## src/rtl/wb_regfile.sv

```systemverilog
// Write-back register file: GPR array with a hard-wired zero register, HI/LO pair,
// same-cycle write-to-read bypass and a debug count of committed GPR writes.
module wb_regfile #(
   parameter int REG_NUM   = 32,
   parameter int REG_WIDTH = 32
) (
   input  logic                       clk,
   input  logic                       rst,
   input  logic [$clog2(REG_NUM)-1:0] wb_wd,
   input  logic                       wb_wreg,
   input  logic [REG_WIDTH-1:0]       wb_wdata,
   input  logic                       wb_whilo,
   input  logic [REG_WIDTH-1:0]       wb_hi,
   input  logic [REG_WIDTH-1:0]       wb_lo,
   input  logic                       re1,
   input  logic [$clog2(REG_NUM)-1:0] raddr1,
   input  logic                       re2,
   input  logic [$clog2(REG_NUM)-1:0] raddr2,
   output logic [REG_WIDTH-1:0]       rdata1,
   output logic [REG_WIDTH-1:0]       rdata2,
   output logic [REG_WIDTH-1:0]       hi_o,
   output logic [REG_WIDTH-1:0]       lo_o,
   output logic [31:0]                wb_cnt
);

   localparam int AW = $clog2(REG_NUM);

   logic [REG_WIDTH-1:0] gpr [REG_NUM];
   logic [REG_WIDTH-1:0] hi_q;
   logic [REG_WIDTH-1:0] lo_q;
   logic                 gpr_commit;

   assign gpr_commit = wb_wreg && (wb_wd != '0);

   // NOTE: the whole array is reset so that a mid-run reset discards every
   // register; this rules out RAM inference, which is acceptable at this size.
   always_ff @(posedge clk or negedge rst) begin
      if (!rst) begin
         for (int i = 0; i < REG_NUM; i++) gpr[i] <= '0;
      end else if (gpr_commit) begin
         // NOTE: non-blocking so every reader sees the pre-edge value.
         gpr[wb_wd] <= wb_wdata;
      end
   end

   always_ff @(posedge clk or negedge rst) begin
      if (!rst) begin
         hi_q <= '0;
         lo_q <= '0;
      end else if (wb_whilo) begin
         hi_q <= wb_hi;
         lo_q <= wb_lo;
      end
   end

   always_ff @(posedge clk or negedge rst) begin
      if (!rst)            wb_cnt <= '0;
      else if (gpr_commit) wb_cnt <= wb_cnt + 32'd1;
   end

   // Read port 1: reset and disabled/zero address dominate the bypass.
   always_comb begin
      rdata1 = '0;
      if (rst && re1 && (raddr1 != '0)) begin
         if (wb_wreg && (wb_wd == raddr1)) rdata1 = wb_wdata;
         else                              rdata1 = gpr[raddr1];
      end
   end

   always_comb begin
      rdata2 = '0;
      if (rst && re2 && (raddr2 != '0)) begin
         if (wb_wreg && (wb_wd == raddr2)) rdata2 = wb_wdata;
         else                              rdata2 = gpr[raddr2];
      end
   end

   always_comb begin
      hi_o = '0;
      lo_o = '0;
      if (rst) begin
         hi_o = wb_whilo ? wb_hi : hi_q;
         lo_o = wb_whilo ? wb_lo : lo_q;
      end
   end

   logic [AW-1:0] unused_aw;
   assign unused_aw = '0;

endmodule

```

## config.mk

```make
export PLATFORM = sky130hd
export DESIGN_NAME = wb_regfile
export DESIGN_NICKNAME = d
export VERILOG_FILES = /design/src/rtl/wb_regfile.sv
export SDC_FILE = /design/constraint.sdc
export NUM_CORES = 2
export LEC_CHECK = 0
export CAP_MARGIN = 20
export CORE_UTILIZATION = 28
export CTS_CLUSTER_SIZE = 16
export DETAILED_ROUTE_END_ITERATION = 7
export PLACE_DENSITY = 0.47
export SETUP_SLACK_MARGIN = 0.4
export SKIP_CTS_REPAIR_TIMING = 1
export SKIP_LAST_GASP = 1
export SYNTH_ARGS = -nofsm -noshare
export SYNTH_HDL_FRONTEND = slang
export SYNTH_SLANG_ARGS = --single-unit
```

## constraint.sdc

```tcl
create_clock -name clk -period 3.2 [get_ports clk]
set_input_delay 0.64 -clock clk [delete_from_list [all_inputs] [get_ports clk]]
set_output_delay 0.64 -clock clk [all_outputs]
set_load 0.03 [all_outputs]
```

# Word level (Yosys, flattened, before mapping)
# Cells that the tools add are included.
classes:
  n_addsub: 1
  n_mul: 0
  n_div: 0
  magnitude_cmp: 4
  n_eq_ne: 2
  n_shift: 0
  mux: 17
  bitwise: 3
  n_reduce_logical: 11
ops:
  columns: ["op", "n"]
  rows:
  - ["$bwmux W1024", 1]
  - ["$mux W32", 13]
  - ["$bmux W32 S5", 2]
  - ["$demux W32 S5", 1]
  - ["$add A32 B1 Y32 const B", 1]
  - ["$ge A6 B6 Y1 const B", 3]
  - ["$not A5 Y6", 3]
  - ["$reduce_bool A5 Y1", 3]
  - ["$eq A5 B5 Y1", 2]
  - ["$logic_and A1 B1 Y1", 8]
  - ["$lt A6 B1 Y1 const B", 1]
word_totals:
  register_bits: 1120
  latch_bits: 0
  ram_bits: 0
  mem_bits_ro: 0
  input_bits: 117
  output_inout_bits: 160
  memories: 0

# Logic depth before layout (Yosys ltp)
depth:
  depth_word: 6
  depth_mapped: 11
  ltp_nobuf: 6

# Worst setup path after synthesis
# Ideal clock, no wire load.
synth_path:
  path_kind: "input port to output port"
  from: "input raddr1[2]"
  to: "output rdata1[17]"
  t_arrival_ns: 2.755
  required_time_ns: 2.560
  path_slack_ns: -0.195
  path_stages: 8
  path_cell_list: "buf_2 -> or3b_2 -> buf_2 -> clkbuf_1 -> o221ai_1 -> a21o_1 -> a21oi_1 -> o31ai_1"
synth_between:
  elab_chain_cells: 6
synth_rtl:
  columns: ["item", "line", "rtl"]
  rows:
  - ["start: declaration", "16", "input logic [$clog2(REG_NUM)-1:0] raddr1,"]
  - ["$not A5 Y6 (not written as such)", "66", "else rdata1 = gpr[raddr1];"]
  - ["$bmux W32 S5", "66", null]
  - ["$mux W32 (not written as such) (2 in a row)", "66", null]
  - ["$mux W32", "65", "if (wb_wreg && (wb_wd == raddr1)) rdata1 = wb_wdata;"]
  - ["$mux W32 (*)", "64", "if (rst && re1 && (raddr1 != '0)) begin"]
  - ["end: declaration", "19", "output logic [REG_WIDTH-1:0] rdata1,"]
# Mark *: on every way between the ends. The rest lies on a longest branch, timed or not. The select of a mux whose other input is x is not followed.

# Worst setup path after layout
layout_path:
  from: "input raddr1[3]"
  to: "output rdata1[20]"
# Same word-level chain as after synthesis.

==> results.toml <==
[cells_and_area]
nFillCells = 19783
fin_nets = 4849
utilization_pct = 38.0
multi_input_area_um2 = 31800
drive_gt1_share_pct = 57.8
seqCellArea_um2 = 28000
areaGrowthSynthToFinish_pct = 34.2

[grt]
antenna_found_initial = 13
globalRouteTotalUtil_pct = 21.3
overflow = 0
grt_pass1_wl_um = 332000
grt_pass1_vias = 42379
grt_max_degree = 159

[clocking]
cts_tree = "done"
root_buffer = "clkbuf_16"
h-tree-depth = 4
cts_max_path_buffers = 3
cts_buffers = 142
clock_latency_ns = 0.79
cts_sinks = 1120
cts.clk_slew.worst_paths_ns = 0.06

[yosys]
synth_cell_type_count = 51
synthAdderAreaFrac_pct = 0.0210
synth_area_per_cell_um2 = 14.5
yosys.area_share.simple_pct = 2.47
synth-seq-cells = 1120
synth_compound_area_share_pct = 4.91
synth_flop_cell = "dfrtp_1"
postSynth.asyncResetShare_pct = 100
synth-edff-count = 0
seq_area_frac_synth_pct = 47.1
syn-num-nets = 4214
syn-cell-area_um2 = 59500
ys_warn_count = 0
synth.area.mux_share_pct = 41.4
synth_xor_xnor_area_share_pct = 0.604
synthesis.instances = 4096
synth_top_family_by_area = "multiplexers"

[place]
place.detailed.hpwl_um = 152000
port_buffers = 276
gp_congestion = 0.801

[die]
fp-row-count = 168
die_width_um = 463
dieArea_um2 = 214000
fp.dieH_um = 463
initial_utilization_pct = 28.3
coreArea_um2 = 210000
io_pins = 277

[sta]
rsz0062_at_grt = "true"
fin_skew_ns = 0.0236
finalCritPeriodShare_pct = 108
setup_tns_ns = -8.21
slew_headroom_pct = 30.6
timing.final.crit_period_ns = 3.45
fmax_ghz = 0.290
setup_viol = 56
fin_ws_ns = -0.246
finalHoldViolations = 1
worstMarginPinSlew_ns = 1.04
hold_ws_ns = -0.0101
maxSlewViolCount = 0

[power_and_ir_drop]
total_power_mw = 45.8
vdd_drop_max_mv = 0.590
leakage_nw = 35.1
power_density_nw_per_um2 = 574

[setup_path]
arrival_ns = 2.81
cp_max_fo = 10
start_kind = "input pin"
worstSetupPathType = "in -> out"
crit_required_ns = 2.56
critPathCaptureType = "output port"

[min_path]
hp-class = "in -> async"

[run_status]
outcome = "finished with violations"
violations = "negative hold slack, negative setup slack"

[drt]
routed_wl_um = 236000
firstDrtPassIters = 7
drt-initial-drc-count = 2891
via_count = 41099
vias_per_cell = 5.37
drc = 0
ant_nets = 0
wl_per_cell_um = 30.8

[run]
drv_cap = 0
## cells by family after synthesis
family,after synthesis
compound gates,370
xor+xnor,41
fa+ha+maj,1
buf+inv,461
flops,1120
mux,1807
simple gates,296
## final cells by class
type / instances / share of cell area, %
Sequential cell: 1120 / 35.1
Clock buffer: 200 / 5.28
Clock inverter: 52 / 0.680
Multi-Input combinational cell: 2515 / 39.8
Tap cell: 2805 / 4.39
Inverter: 8 / 0.0423
Timing Repair Buffer: 944 / 14.7
Antenna cell: 3 / 0.00940
## power breakdown
group	switching, mW	internal, mW
registers	1.90	16.8
clock network	6.76	9.69
logic	4.54	6.17
## synthesized netlist by cell type, types with 26 or more instances
| library cell | instances | area (um^2) |
|---|---|---|
| a221oi_1 | 115 | 1010 |
| a22oi_1 | 28 | 210 |
| and2_1 | 66 | 413 |
| buf_1 | 55 | 206 |
| buf_2 | 100 | 500 |
| buf_4 | 29 | 218 |
| clkbuf_1 | 252 | 946 |
| dfrtp_1 | 1120 | 28000 |
| mux2_2 | 1104 | 12400 |
| mux2i_1 | 292 | 2920 |
| mux4_2 | 411 | 9260 |
| nand2_1 | 95 | 357 |
| nor2_1 | 62 | 233 |
| o221ai_1 | 39 | 342 |
| o22ai_1 | 52 | 325 |
| o31ai_1 | 32 | 240 |
| xor2_1 | 26 | 228 |
## critical path: stages
cell and delay (ns):
buf_12 0.13, or3b_4 0.51, buf_12 0.20, buf_12 0.14, o22ai_1 0.15, a211o_1 0.14
a21oi_2 0.05, buf_12 0.14, o31ai_4 0.46, buf_12 0.19
## per-layer routing
metal | GRT usage [%] | vias up | routed length (um)
met5 | 0 | - | 65
met4 | 6.11 | 12 | 7680
met3 | 3.68 | 364 | 12100
met2 | 35.1 | 1155 | 114000
met1 | 28.8 | 22486 | 102000
li1 | - | 17082 | -
## cells in the final DEF (no fill, tap or decap), types with 58 or more instances in the layout
master,count
a221oi_2,66
nand2_1,58
mux2i_1,280
mux4_2,411
mux2_2,1097
dfrtp_1,1120
dlymetal6s2s_1,69
and2_1,66
clkdlybuf4s50_1,131
clkbuf_16,164
buf_12,258
buf_4,410
## flip-flops by register name (all words and copies together) (netlist names)
name	flops
gpr	1024
lo_q	32
hi_q	32
wb_cnt	32
## through the flow
step | std cells | worst slack, ns | hold slack (ns) | instance area (um^2)
after CTS | 7532 | -0.616 | -0.395 | 76900
after global placement | 7280 | -0.598 | 0.380 | 72200
after global routing | 7645 | -0.306 | -0.00709 | 79900
final | 7647 | -0.246 | -0.0101 | 79900
after floorplan | 4096 | 0.205 | 0.344 | 61000
after detailed placement | 7280 | -0.599 | 0.384 | 72200
## final timing paths
check	startpoint	to	slack, ns	cells past startpoint
setup / recovery	raddr1[3]	rdata1[20]	-0.25	10
hold / removal	rst	hi_q[2]$_DFF_PN0_	-0.01	3
setup reg to reg	wb_cnt[0]$_DFFE_PN0P_	wb_cnt[24]$_DFFE_PN0P_	0.99	6
hold reg to reg	gpr[995]$_DFFE_PN0P_	gpr[995]$_DFFE_PN0P_	0.39	0
max in group asynchronous	rst	gpr[34]$_DFFE_PN0P_	1.61	5
min in group clk	wb_whilo	hi_q[29]$_DFF_PN0_	0.39	3
Note: power is estimated with default switching activity, not from simulation.
